[src/rtl/greenhouse_pkg.sv]
// -----------------------------------------------------------------------------
// greenhouse_pkg
// Shared types and constants for the greenhouse actuation blocks.
//   planner_state_t : irrigation_planner FSM states (IDLE, CALC, RUN, GAP)
//   sat8            : clamps a 16-bit unsigned value to 8 bits (255 ceiling)
//   DEF_*           : default thresholds and timings used as parameter defaults
// DEF_TIMEOUT_CYCLES is only consumed when IRRIGATION_PLANNER_TIMEOUT_EN is
// defined (RUN watchdog in the planner).
// -----------------------------------------------------------------------------
package greenhouse_pkg;

   typedef enum logic [1:0] {
      IDLE = 2'd0,
      CALC = 2'd1,
      RUN  = 2'd2,
      GAP  = 2'd3
   } planner_state_t;

   localparam logic [7:0]  DEF_MOIST_TARGET   = 8'd128;
   localparam logic [7:0]  DEF_TEMP_LIMIT     = 8'd30;
   localparam int          DEF_IRR_SHIFT      = 1;
   localparam int          DEF_VENT_SHIFT     = 2;
   localparam logic [7:0]  DEF_SETTLE_CYCLES  = 8'd4;
   localparam int          DEF_MIN_GAP        = 8;
   localparam logic [15:0] DEF_TIMEOUT_CYCLES = 16'd1000;

   // Anything that does not fit in 8 bits becomes 255.
   function automatic logic [7:0] sat8(input logic [15:0] value);
      return (value > 16'd255) ? 8'hFF : value[7:0];
   endfunction

endpackage

[src/rtl/duration_calc.sv]
// -----------------------------------------------------------------------------
// duration_calc
// Purely combinational conversion of one sensor sample into phase lengths.
// Ports:
//   soil_moisture (in, 8)  : latched moisture reading
//   temperature   (in, 8)  : latched temperature reading
//   irr           (out, 8) : irrigation phase length, never 0
//   vent          (out, 8) : ventilation phase length, saturated, never 0
//   skip          (out, 1) : neither a moisture deficit nor a heat excess
// -----------------------------------------------------------------------------
module duration_calc
   import greenhouse_pkg::*;
#(
   parameter logic [7:0] MOIST_TARGET = DEF_MOIST_TARGET,
   parameter logic [7:0] TEMP_LIMIT   = DEF_TEMP_LIMIT,
   parameter int         IRR_SHIFT    = DEF_IRR_SHIFT,
   parameter int         VENT_SHIFT   = DEF_VENT_SHIFT
) (
   input  logic [7:0] soil_moisture,
   input  logic [7:0] temperature,
   output logic [7:0] irr,
   output logic [7:0] vent,
   output logic       skip
);

   logic        need_irr;
   logic        need_vent;
   logic [7:0]  deficit;
   logic [7:0]  excess;
   logic [7:0]  irr_raw;
   logic [15:0] vent_wide;

   // Skip is decided on whether a deficit/excess exists at all, not on the
   // shifted value: a 1-count deficit shifts to 0 yet still runs a minimal
   // cycle. The downstream state machine cannot take zero-length phases, so
   // both lengths are clamped to at least 1.
   always_comb begin
      need_irr  = (soil_moisture < MOIST_TARGET);
      need_vent = (temperature > TEMP_LIMIT);
      deficit   = need_irr  ? (MOIST_TARGET - soil_moisture) : 8'd0;
      excess    = need_vent ? (temperature - TEMP_LIMIT)     : 8'd0;
      irr_raw   = deficit >> IRR_SHIFT;
      vent_wide = {8'd0, excess} << VENT_SHIFT;
      irr       = (irr_raw == 8'd0)    ? 8'd1 : irr_raw;
      vent      = (vent_wide == 16'd0) ? 8'd1 : sat8(vent_wide);
      skip      = !need_irr && !need_vent;
   end

endmodule

[src/rtl/irrigation_planner.sv]
// -----------------------------------------------------------------------------
// irrigation_planner
// Turns periodic soil-moisture/temperature samples into the three phase
// durations of one greenhouse actuation cycle and runs the enable/done
// handshake with the downstream state_machine, with an enforced idle gap
// between cycles and a one-deep buffer for samples arriving while busy.
// Optional feature macro: IRRIGATION_PLANNER_TIMEOUT_EN
//   defined   : RUN is abandoned after TIMEOUT_CYCLES without done; fault sets
//   undefined : RUN waits for done indefinitely; fault is tied low
// Ports:
//   clk             (in)      : system clock, rising edge
//   reset           (in)      : asynchronous reset, active low
//   sample_valid    (in)      : single-cycle strobe for the sensor inputs
//   soil_moisture   (in, 8)   : unsigned moisture reading
//   temperature     (in, 8)   : unsigned temperature reading
//   done            (in)      : cycle-complete level from state_machine
//   enable          (out)     : start/hold request to state_machine
//   state1_duration (out, 8)  : irrigation phase length
//   state2_duration (out, 8)  : settle phase length
//   state3_duration (out, 8)  : ventilation phase length
//   busy            (out)     : high in every state except IDLE
//   cycle_count     (out, 16) : completed cycles, wrapping
//   fault           (out)     : sticky timeout flag
// -----------------------------------------------------------------------------
module irrigation_planner
   import greenhouse_pkg::*;
#(
   parameter logic [7:0]  MOIST_TARGET   = DEF_MOIST_TARGET,
   parameter logic [7:0]  TEMP_LIMIT     = DEF_TEMP_LIMIT,
   parameter int          IRR_SHIFT      = DEF_IRR_SHIFT,
   parameter int          VENT_SHIFT     = DEF_VENT_SHIFT,
   parameter logic [7:0]  SETTLE_CYCLES  = DEF_SETTLE_CYCLES,
   parameter logic [15:0] TIMEOUT_CYCLES = DEF_TIMEOUT_CYCLES,
   parameter int          MIN_GAP        = DEF_MIN_GAP
) (
   input  logic        clk,
   input  logic        reset,
   input  logic        sample_valid,
   input  logic [7:0]  soil_moisture,
   input  logic [7:0]  temperature,
   input  logic        done,
   output logic        enable,
   output logic [7:0]  state1_duration,
   output logic [7:0]  state2_duration,
   output logic [7:0]  state3_duration,
   output logic        busy,
   output logic [15:0] cycle_count,
   output logic        fault
);

   // GAP occupies exactly MIN_GAP cycles: the counter starts at 0 on entry
   // and the exit happens on the edge where it reads MIN_GAP-1.
   localparam logic [15:0] GAP_LAST = 16'(MIN_GAP - 1);

   planner_state_t state;
   planner_state_t state_next;

   logic [7:0]  cur_moisture;
   logic [7:0]  cur_temperature;
   logic [7:0]  pend_moisture;
   logic [7:0]  pend_temperature;
   logic        pend_valid;
   logic [15:0] gap_cnt;
   logic        gap_done;
   logic        cycle_done;
   logic [7:0]  irr;
   logic [7:0]  vent;
   logic        skip;

`ifdef IRRIGATION_PLANNER_TIMEOUT_EN
   localparam logic [15:0] RUN_LAST = TIMEOUT_CYCLES - 16'd1;
   logic [15:0] run_cnt;
   logic        timeout_hit;
`endif

   duration_calc #(
      .MOIST_TARGET (MOIST_TARGET),
      .TEMP_LIMIT   (TEMP_LIMIT),
      .IRR_SHIFT    (IRR_SHIFT),
      .VENT_SHIFT   (VENT_SHIFT)
   ) u_duration_calc (
      .soil_moisture (cur_moisture),
      .temperature   (cur_temperature),
      .irr           (irr),
      .vent          (vent),
      .skip          (skip)
   );

   assign gap_done = (state == GAP) && (gap_cnt == GAP_LAST);

   // Decoding straight from the state register means an asynchronous reset
   // drops enable and busy immediately, without waiting for a clock edge.
   assign enable = (state == RUN);
   assign busy   = (state != IDLE);

   // State register.
   always_ff @(posedge clk or negedge reset) begin
      if (!reset) begin
         state <= IDLE;
      end else begin
         state <= state_next;
      end
   end

   // Next-state logic. In RUN a returned done takes priority over an
   // expiring watchdog on the same edge, so such a cycle still counts.
   always_comb begin
      state_next = state;
      cycle_done = 1'b0;
`ifdef IRRIGATION_PLANNER_TIMEOUT_EN
      timeout_hit = 1'b0;
`endif
      unique case (state)
         IDLE: begin
            if (sample_valid) begin
               state_next = CALC;
            end
         end
         CALC: begin
            state_next = skip ? IDLE : RUN;
         end
         RUN: begin
            if (done) begin
               state_next = GAP;
               cycle_done = 1'b1;
            end
`ifdef IRRIGATION_PLANNER_TIMEOUT_EN
            else if (run_cnt == RUN_LAST) begin
               state_next  = GAP;
               timeout_hit = 1'b1;
            end
`endif
         end
         GAP: begin
            if (gap_done) begin
               state_next = (pend_valid || sample_valid) ? CALC : IDLE;
            end
         end
         default: begin
            state_next = IDLE;
         end
      endcase
   end

   // Working sample fed to duration_calc. Leaving GAP, a sample strobed on
   // that very edge is newer than the buffered one and is used directly.
   always_ff @(posedge clk or negedge reset) begin
      if (!reset) begin
         cur_moisture    <= 8'd0;
         cur_temperature <= 8'd0;
      end else if ((state == IDLE) && sample_valid) begin
         cur_moisture    <= soil_moisture;
         cur_temperature <= temperature;
      end else if (gap_done) begin
         if (sample_valid) begin
            cur_moisture    <= soil_moisture;
            cur_temperature <= temperature;
         end else if (pend_valid) begin
            cur_moisture    <= pend_moisture;
            cur_temperature <= pend_temperature;
         end
      end
   end

   // One-deep pending buffer: newest sample wins, consumed on GAP exit.
   always_ff @(posedge clk or negedge reset) begin
      if (!reset) begin
         pend_valid       <= 1'b0;
         pend_moisture    <= 8'd0;
         pend_temperature <= 8'd0;
      end else if (gap_done) begin
         pend_valid <= 1'b0;
      end else if (sample_valid && (state != IDLE)) begin
         pend_valid       <= 1'b1;
         pend_moisture    <= soil_moisture;
         pend_temperature <= temperature;
      end
   end

   // Durations load only on CALC->RUN, so they are frozen whenever enable
   // is high and keep their last value afterwards.
   always_ff @(posedge clk or negedge reset) begin
      if (!reset) begin
         state1_duration <= 8'd0;
         state2_duration <= 8'd0;
         state3_duration <= 8'd0;
      end else if ((state == CALC) && !skip) begin
         state1_duration <= irr;
         state2_duration <= SETTLE_CYCLES;
         state3_duration <= vent;
      end
   end

   // Gap timer, held at zero outside GAP.
   always_ff @(posedge clk or negedge reset) begin
      if (!reset) begin
         gap_cnt <= 16'd0;
      end else if (state == GAP) begin
         gap_cnt <= gap_cnt + 16'd1;
      end else begin
         gap_cnt <= 16'd0;
      end
   end

   // Completed-cycle counter; wraps naturally at 16 bits.
   always_ff @(posedge clk or negedge reset) begin
      if (!reset) begin
         cycle_count <= 16'd0;
      end else if (cycle_done) begin
         cycle_count <= cycle_count + 16'd1;
      end
   end

`ifdef IRRIGATION_PLANNER_TIMEOUT_EN
   // RUN watchdog, held at zero outside RUN.
   always_ff @(posedge clk or negedge reset) begin
      if (!reset) begin
         run_cnt <= 16'd0;
      end else if (state == RUN) begin
         run_cnt <= run_cnt + 16'd1;
      end else begin
         run_cnt <= 16'd0;
      end
   end

   // Fault stays set until reset.
   always_ff @(posedge clk or negedge reset) begin
      if (!reset) begin
         fault <= 1'b0;
      end else if (timeout_hit) begin
         fault <= 1'b1;
      end
   end
`else
   assign fault = 1'b0;
`endif

endmodule
[config.mk]
export PLATFORM = sky130hd
export DESIGN_NAME = irrigation_planner
export DESIGN_NICKNAME = d
export VERILOG_FILES = /design/src/rtl/greenhouse_pkg.sv /design/src/rtl/duration_calc.sv /design/src/rtl/irrigation_planner.sv
export SDC_FILE = /design/constraint.sdc
export NUM_CORES = 1
export LEC_CHECK = 0
export ABC_AREA = 1
export CAP_MARGIN = 0
export CORE_MARGIN = 4
export CORE_UTILIZATION = 45
export DETAILED_ROUTE_END_ITERATION = 8
export DONT_BUFFER_PORTS = 1
export PLACE_DENSITY = 0.57
export SLEW_MARGIN = 40
export SYNTH_ARGS = -nofsm -noshare
export SYNTH_HDL_FRONTEND = slang
export SYNTH_HIERARCHICAL = 1
export SYNTH_SLANG_ARGS = --single-unit
[constraint.sdc]
create_clock -name clk -period 3.5 [get_ports clk]
set_input_delay 0.7 -clock clk [delete_from_list [all_inputs] [get_ports clk]]
set_output_delay 0.7 -clock clk [all_outputs]
set_load 0.05 [all_outputs]
After elaboration in Yosys (flattened, before gate mapping):

Cells that the tools add are included.

* memory bits (read-only): 0
* output and inout port bits: 43
* memories: 0
* latch bits: 0
* input bits: 20
* bits in writable memories: 0
* flip-flop bits (word level): 84

* bitwise gates (word level): 1
* magnitude comparators: 3
* $mul: 0
* reductions and logical operators: 19
* mux-type cells: 24
* divide/modulo/power cells: 0
* shift-type cells: 0
* equality and inequality tests: 7
* $add $sub $neg: 4

Operator list (number)
* 8-bit 2-to-1 mux: 12
* 16-bit by 1-bit adder with 16-bit output (second input constant): 2
* 16-bit by 3-bit == test with 1-bit output (second input constant): 1
* 16-bit zero test: 1
* 16-bit 2-to-1 mux: 1
* 10-bit by 8-bit greater-than comparator with 1-bit output (second input constant): 1
* 8-bit by 5-bit greater-than comparator with 1-bit output (second input constant): 1
* 8-bit zero test: 1
* 8-bit less-than comparator (second input constant): 1
* 2-bit 2-to-1 mux: 4
* 2-bit one-hot mux with 4 select lines: 1
* 8-bit by 5-bit subtractor with 8-bit output (second input constant): 1
* 8-bit subtractor (first input constant): 1
* 7-bit 2-to-1 mux: 1
* 2-bit inequality test (second input constant): 3
* 2-bit nonzero test: 3
* 1-bit logical AND: 5
* 1-bit 2-to-1 mux: 5
* 2-bit == test (second input constant): 2
* 2-bit AND reduction: 2
* 1-bit zero test: 3
* 3-bit AND reduction: 1
* 3-bit nonzero test: 1
* 2-bit by 1-bit == test with 1-bit output (second input constant): 1
* 3 further kinds: 3

Logic depth before layout (Yosys ltp):

Gate-level depths: netlist (run 1).

* word-level depth: 5
* depth in mapped cells: 11

By module:

Netlist (run 1), hierarchy kept.

By module, submodules not included
* irrigation_planner: area an instance 4231.6 µm², seq. area each 2102.0 µm², times used 1, cells each 453
* duration_calc: area an instance 447.9 µm², seq. area each 0.0 µm², times used 1, cells each 98

Worst setup path before layout (run 1):

OpenSTA, ideal clock, no wires.

* path type: flip-flop to flip-flop
* start: register cycle_count[0]
* end: register cycle_count[14]
* stages on the path, launching flop included: 9
* period minus slack after synthesis: 1684 ps
* path buffers: 0
* path slack: 1816 ps
* data arrival time: 1565 ps
* cell sequence: dfrtp_1 -> ha_1 -> nand2_1 -> nor2_1 -> nand4_1 -> nor2_2 -> nand2_1 -> nand2_1 -> nand2_1

* longest elaborated chain between the ends: 1

Ends and longest elaborated chain
* start, declared: line irrigation_planner.sv:47 `output logic [15:0] cycle_count,`
* start signal, assigned: line irrigation_planner.sv:210 `cycle_count <= cycle_count + 16'd1;`
* 16-bit by 1-bit adder with 16-bit output: line irrigation_planner.sv:210

No other way between the ends.
A chain may end at the register's enable or synchronous reset.

Worst setup path after layout (run 1):

* start: register state[0]
* end: output enable

* longest elaborated chain between the ends: 1

Ends and longest elaborated chain
* start, declared: line irrigation_planner.sv:55 `planner_state_t state;`
* start signal, assigned: line irrigation_planner.sv:101 `state <= state_next;`
* 2-bit == test: line irrigation_planner.sv:93 `assign enable = (state == RUN);`
* end, declared: line irrigation_planner.sv:42 `output logic enable,`

No other way between the ends.

==> results of run 1 <==
## metrics by stage
| stage | area (um^2) | hold WS [ns] | total power, mW | setup WS [ns] | util, % |
|---|---|---|---|---|---|
| 2_1_floorplan | 4710 | 0.404 | 3.10 | 1.82 | - |
| 3_3_place_gp | 4700 | 0.407 | 3.29 | 1.66 | 47.2 |
| 3_5_place_dp | 4700 | 0.408 | 3.34 | 1.60 | 47.2 |
| 4_1_cts | 4910 | 0.00781 | 4.06 | 1.36 | 49.3 |
| 5_1_grt | 4950 | 0.00128 | 4.35 | 1.30 | 49.8 |
| 6_report | 4950 | 0.0293 | 4.02 | 1.38 | 49.8 |
## final cells by class
type	instances	area, um^2	share of cell area (%)
multi-input cells	383	2170	43.8
flip-flops and latches	84	2100	42.4
inverters	69	263	5.30
well taps	133	166	3.36
clock buffers	11	141	2.85
clock inverters	5	61.3	1.24
repair buffers	3	47.5	0.960
## cell families (layout without fill, tap and decap cells)
kind of cell / Yosys count / after routing
and+or+nand+nor: 285 / 285
buffers and inverters: 91 / 88
DFF: 84 / 84
AOI/OAI and AO/OA: 55 / 55
muxes: 16 / 16
xor gates and xnor gates: 14 / 14
adders and majority gates: 4 / 4
other: 2 / 9
## report_power, final
group,internal [mW],total (mW),switching [mW]
registers,1.25,1.93,0.678
logic,0.566,1.38,0.813
clock network,0.352,0.710,0.357
total,2.17,4.02,1.85
## final timing paths
kind                                             from                        endpoint  slack, ns  cells past startpoint
max reg2reg                cycle_count[0]$_DFFE_PN0P_     cycle_count[14]$_DFFE_PN0P_       1.60                      8
max                              state[0]$_DFFE_PN0P_                          enable       1.38                      3
min reg2reg                      gap_cnt[0]$_DFF_PN0_            gap_cnt[0]$_DFF_PN0_       0.49                      1
min in group clk                     soil_moisture[4]    pend_moisture[4]$_DFFE_PN0P_       0.49                      2
max in group asynchronous                       reset  state3_duration[4]$_DFFE_PN0P_       2.62                      1
min                                             reset            gap_cnt[8]$_DFF_PN0_       0.03                      0
## worst max-delay path, cell delays in order, from the launching register on
cell and delay, ns:
dfrtp_1 0.43, inv_2 0.19, nand2_1 0.10, inv_1 0.35
## per-layer routing
layer  vias to the layer above  track usage, %
li1                       1747               -
met1                      1567            22.0
met2                        72            23.9
met3                        10            4.31
met4                         0            6.14
met5                         -               0
## cells in the mapped netlist (all sizes together)
| cell type | n |
|---|---|
| o21ai | 46 |
| conb | 2 |
| clkinv | 1 |
| inv | 68 |
| nor3 | 11 |
| nand4 | 9 |
| nor2 | 55 |
| a21oi | 9 |
| mux2 | 16 |
| xor2 | 7 |
| or2 | 2 |
| dfrtp | 84 |
| buf | 19 |
| nand3 | 63 |
| clkbuf | 3 |
| nand2 | 144 |
| ha | 4 |
| nor3b | 1 |
| xnor2 | 7 |
## flip-flops by register name, indices dropped and copies added (netlist names), named ones only
signal,count
pend_valid,1
state1_duration,8
pend_moisture,8
cur_temperature,8
state2_duration,1
state,1
gap_cnt,16
state3_duration,8
pend_temperature,8
cycle_count,16
cur_moisture,8
==> flow_summary_export.csv, run 1 <==
group,metric,value,unit
place,portBuffers,0,
route,drtPass1Iterations,4,
route,drc,0,
sta,skew,0.0116,ns
cells_and_area,num-nets-final,574,
route,dr_wl_met2,3990,um
sta,fmax,0.472,GHz
global_route,grt_max_degree,85,
hold_path,hold_class,"primary input to asynchronous set/reset pin",
yosys,yosys.area_share.xor_xnor,2.78,%
yosys,yosysSeqAreaShare,44.9,%
route,routed-via-count,3396,
cells_and_area,final_cell_mix,"nand2_1, dfrtp_1, inv_1",
yosys,synthMuxAreaShare,4.49,%
route,via_per_inst,4.94,
yosys,synth-adder-area-share,1.07,%
setup_path,path_class,"flip-flop to output pin",
cells_and_area,antenna_cells,0,
yosys,synth_compound_area_share,7.25,%
sta,slew_headroom,57.0,%
cts,cts_htree_levels,3,
global_route,grt_pass1_vias,3199,
yosys,synth_seq_cells,84,
cts,cts.sinks,84,
sta,period_share,60.5,%
global_route,grt_usage,16.0,%
global_route,overflow,0,
floorplan,die_h,110,um
setup_path,critPathMaxFanout,5,
route,totalWireLength,9080,um
sta,period_needed,2.12,ns
global_route,antenna_found_initial,0,
route,wl_met1,4410,um
route,wl_per_cell,13.2,um
place,dp_hpwl,6410,um
sta,worst_pin_slew,0.645,ns
setup_path,critPathLaunchType,"flip-flop",
cts,clk_latency,0.36,ns
yosys,synth_top_area_cell,"dfrtp_1",
cells_and_area,final_cells,688,
sta,hold_viol,0,
yosys,yosysWarnings,6,
setup_path,required,2.80,ns
global_route,grt_pass1_wl,15200,um
cells_and_area,drive_above_1_share,17.5,%
cts,cts_tree,"built",
flow_run,max_cap_violations,0,
cts,cts_hold_buf,0,
cts,numCtsBuffers,9,
cts,postCtsSetupRepairBufs,0,
place,post-place-cells,669,
setup_path,end_kind,"output pin",
floorplan,die-area,12100,um^2
route,top_layer_used,"met4",
yosys,synth.area.top_cells,"dfrtp_1, nand2_1, nand3_1, inv_1, nor2_1",
sta,slew_violations,0,
yosys,synth_cells,551,
route,ant_nets,0,
floorplan,die_w,110,um
yosys,synth_top_area_share,44.9,%
route,drt_iter0_drc,174,
yosys,yosysUniqueCellTypes,36,
route,wl_met3,549,um
floorplan,start_util,47.0,%
setup_path,arrival,1.42,ns
yosys,syn_area,4680,um^2
yosys,yosys.area_share.simple,30.1,%
yosys,syn_avg_cell_area,8.49,um^2
cells_and_area,final_common_cell,"nand2_1",
cts,cts_buffer_depth,2,
cells_and_area,fill_cells,975,
pwr,p_per_area,812,nW/um^2
cts,cts_resized,0,
cts,cts_root_buf,"clkbuf_8",
sta,fin_tns_setup,0,ns
place,place.gp.congestion,0.815,
run_status,status,"complete, no violations",
cts,path_clk_slew,0.08,ns
floorplan,fp-row-count,36,
sta,rsz0062_at_grt,"false",
pwr,leakage,2.38,nW
floorplan,placeableCoreArea,9950,um^2
yosys,synth_top_family_by_area,"simple AND/OR/NAND/NOR gates",
cells_and_area,syn_to_final_growth,5.86,%
floorplan,ios,63,
pwr,irDropWorstVdd,292,uV
sta,setup_viol,0,
Note: power is estimated with default switching activity, not from simulation.
==> run 2, diff against run 1 <==
ABC_AREA = 0   (was 1)
clock period = 2 ns   (was 3.5 ns; I/O delays follow)
==> run 2 against run 1 <==
  * The flow now finishes with violations (negative hold slack)
  * Global-route usage up 0.35 points
  * Via count fell by 15%
  * Combinational power rose by 67%
  * Die area is 9.0% lower
  * Worst hold slack got worse by 0.30 ns
  * Sequential share of layout area grew 1.2 points
  * Non-clock buffer count grew 33
==> flow_summary_export.csv, run 2 <==
group,metric,value,unit
run_status,status,"complete, but fails checks",
run_status,violations,"negative hold slack",
sta,slew_violations,0,
cts,cts_buffer_depth,2,
sta,skew,0.0142,ns
setup_path,r2r_cells,6,
flow_run,max_cap_violations,0,
floorplan,die_w,105,um
yosys,synth_top_area_share,49.7,%
route,drtPass1Iterations,4,
cells_and_area,num-nets-final,436,
yosys,async_flop_share,100,%
global_route,overflow,0,
yosys,ys_top_cells_by_count,"dfrtp_1, nor2_1, xnor2_1",
route,totalWireLength,8650,um
cells_and_area,final_common_cell,"dfrtp_1",
place,post-place-ws,-0.0595,ns
route,ant_nets,0,
cts,postCtsSetupRepairBufs,0,
global_route,grt_pass1_wl,14500,um
cts,cts_htree_levels,3,
yosys,synth_ff_type,"dfrtp_1",
route,drt_iter0_drc,119,
setup_path,path_class,"flip-flop to flip-flop",
global_route,grt_pass1_vias,2813,
yosys,syn_avg_cell_area,11.1,um^2
cells_and_area,antenna_cells,0,
floorplan,start_util,45.9,%
sta,period_share,94.0,%
pwr,leakage,2.16,nW
setup_path,rrSetupSlack,0.12,ns
cts,numCtsBuffers,9,
sta,slew_headroom,64.6,%
yosys,synth_top_area_cell,"dfrtp_1",
sta,setup_viol,0,
floorplan,ios,63,
yosys,post-synth-top-count-cell,"dfrtp_1",
cells_and_area,final_cell_mix,"dfrtp_1, nor2_1, buf_4",
place,portBuffers,0,
setup_path,path_buf_inv,1,
cts,cts_root_buf,"clkbuf_8",
setup_path,critPathLaunchType,"flip-flop",
route,routed-via-count,2903,
sta,fin_tns_setup,0,ns
cts,clk_latency,0.35,ns
setup_path,worst-path-stages,6,
floorplan,fp-row-count,35,
place,place.gp.congestion,0.823,
cells_and_area,syn_to_final_growth,14.2,%
yosys,synth_cells,379,
yosys,yosysUniqueCellTypes,52,
sta,period_needed,1.88,ns
cells_and_area,fill_cells,828,
floorplan,die_h,105,um
cells_and_area,top_regs,"cycle_count: 16 flops, gap_cnt: 16 flops",
global_route,antenna_found_initial,0,
setup_path,crit_path_top_delay_cell,"dfrtp_1",
floorplan,die-area,11000,um^2
floorplan,placeableCoreArea,9200,um^2
global_route,grt_max_degree,85,
sta,rsz0062_at_grt,"false",
sta,hold_viol,84,
setup_path,critPathMaxFanout,16,
cts,path_clk_slew,0.09,ns
yosys,yosysWarnings,6,
pwr,p_per_area,1400,nW/um^2
cts,cts.sinks,84,
place,dp_hpwl,5990,um
setup_path,crit_start,"gap_cnt[9]$_DFF_PN0_",
setup_path,arrival,2.17,ns
yosys,syn_area,4230,um^2
sta,fmax,0.532,GHz
route,via_per_inst,5.50,
pwr,irDropWorstVdd,457,uV
global_route,grt_usage,16.3,%
cells_and_area,drive_above_1_share,21.3,%
cells_and_area,post-route-util,52.5,%
hold_path,hold_class,"primary input to asynchronous set/reset pin",
yosys,yosysSeqAreaShare,49.7,%
yosys,synth.area.top_cells,"dfrtp_1, nor2_1, mux2_2, mux2_1, o221a_1",
yosys,synth-edff-count,0,
cts,cts_tree,"built",
setup_path,required,2.29,ns
setup_path,reg2reg_from,"gap_cnt[9]$_DFF_PN0_",
yosys,synth_seq_cells,84,
sta,holdWs,-0.268,ns
sta,fin_ws,0.120,ns
setup_path,crit_path_cell_trace,"nor3_1, nand4_4, nor3_4, buf_12, mux2i_1, o221a_1",
sta,worst_pin_slew,0.532,ns
route,wl_per_cell,16.4,um
route,drc,0,
setup_path,max_stage_delay,0.43,ns
setup_path,critPathTopFamily,"simple AND/OR/NAND/NOR gates",
setup_path,end_kind,"flip-flop",
[run 2: cell count changes after synthesis, moves of 17 or more]
cell | before | now
inv_1 | 61 | 8
nand2_2 | 18 | 1
o21ai_2 | 17 | 0
nand2_1 | 119 | 17
nand3_1 | 59 | 11
o21ai_0 | 29 | 6
[run 2: power by group]
group | leakage, nW | internal (mW) | switching, mW
registers | 1.07 | 2.13 | 0.907
clock network | 0.120 | 0.777 | 0.630
logic | 0.965 | 1.08 | 1.23
[run 2: logic make-up after synthesis]
logic type / Yosys count / share of synthesized area, %
mux: 49 / 12.6
fa+ha+maj: 4 / 1.18
compound gates: 43 / 8.74
simple gates: 134 / 16.6
buf+inv: 29 / 3.91
xor+xnor: 34 / 7.05
other cells: 2 / 0.178
flops: 84 / 49.7
[run 2: layout make-up]
type                       instances  area, um^2  area share [%]
clock inverter                     5        82.6            1.71
inverter                           8        30.0           0.622
timing repair buffer              36         299            6.20
clock buffer                      11         151            3.14
tap                              111         139            2.88
sequential                        84        2110            43.7
multi-input combinational        273        2020            41.8
[run 2: worst paths after layout]
check                                                   to
max in group asynchronous  pend_temperature[5]$_DFFE_PN0P_
min in group clk              pend_moisture[2]$_DFFE_PN0P_
setup reg to reg            cur_temperature[7]$_DFFE_PN0P_
setup / recovery            cur_temperature[7]$_DFFE_PN0P_
hold reg to reg                       gap_cnt[0]$_DFF_PN0_
hold / removal                  cycle_count[7]$_DFFE_PN0P_
[run 2: routing by layer]
metal / wire length [um] / share of wire (%) / global-route usage (%) / vias up
li1: - / - / - / 1388
met1: 4140 / 48 / 22.3 / 1444
met2: 3910 / 45 / 24.8 / 60
met3: 498 / 5.8 / 5.13 / 11
met4: 106 / 1.2 / 4.87 / 0
met5: 0 / 0 / 0 / -
[run 2: what timing repair did]
item,4_1_cts,5_1_grt
setup endpoints to repair,28,38
hold endpoints to repair,84,84
gates resized for setup,1,8
cloned,0,0
[run 2: per-stage QoR]
step	hold WS, ns	instance area [um^2]	power (mW)	cells
after floorplan	0.104	4270	4.75	386
after global placement	0.107	4560	5.31	512
after detailed placement	0.107	4560	5.38	512
after CTS	-0.282	4800	6.79	528
after global routing	-0.303	4830	7.20	528
final	-0.268	4830	6.76	528
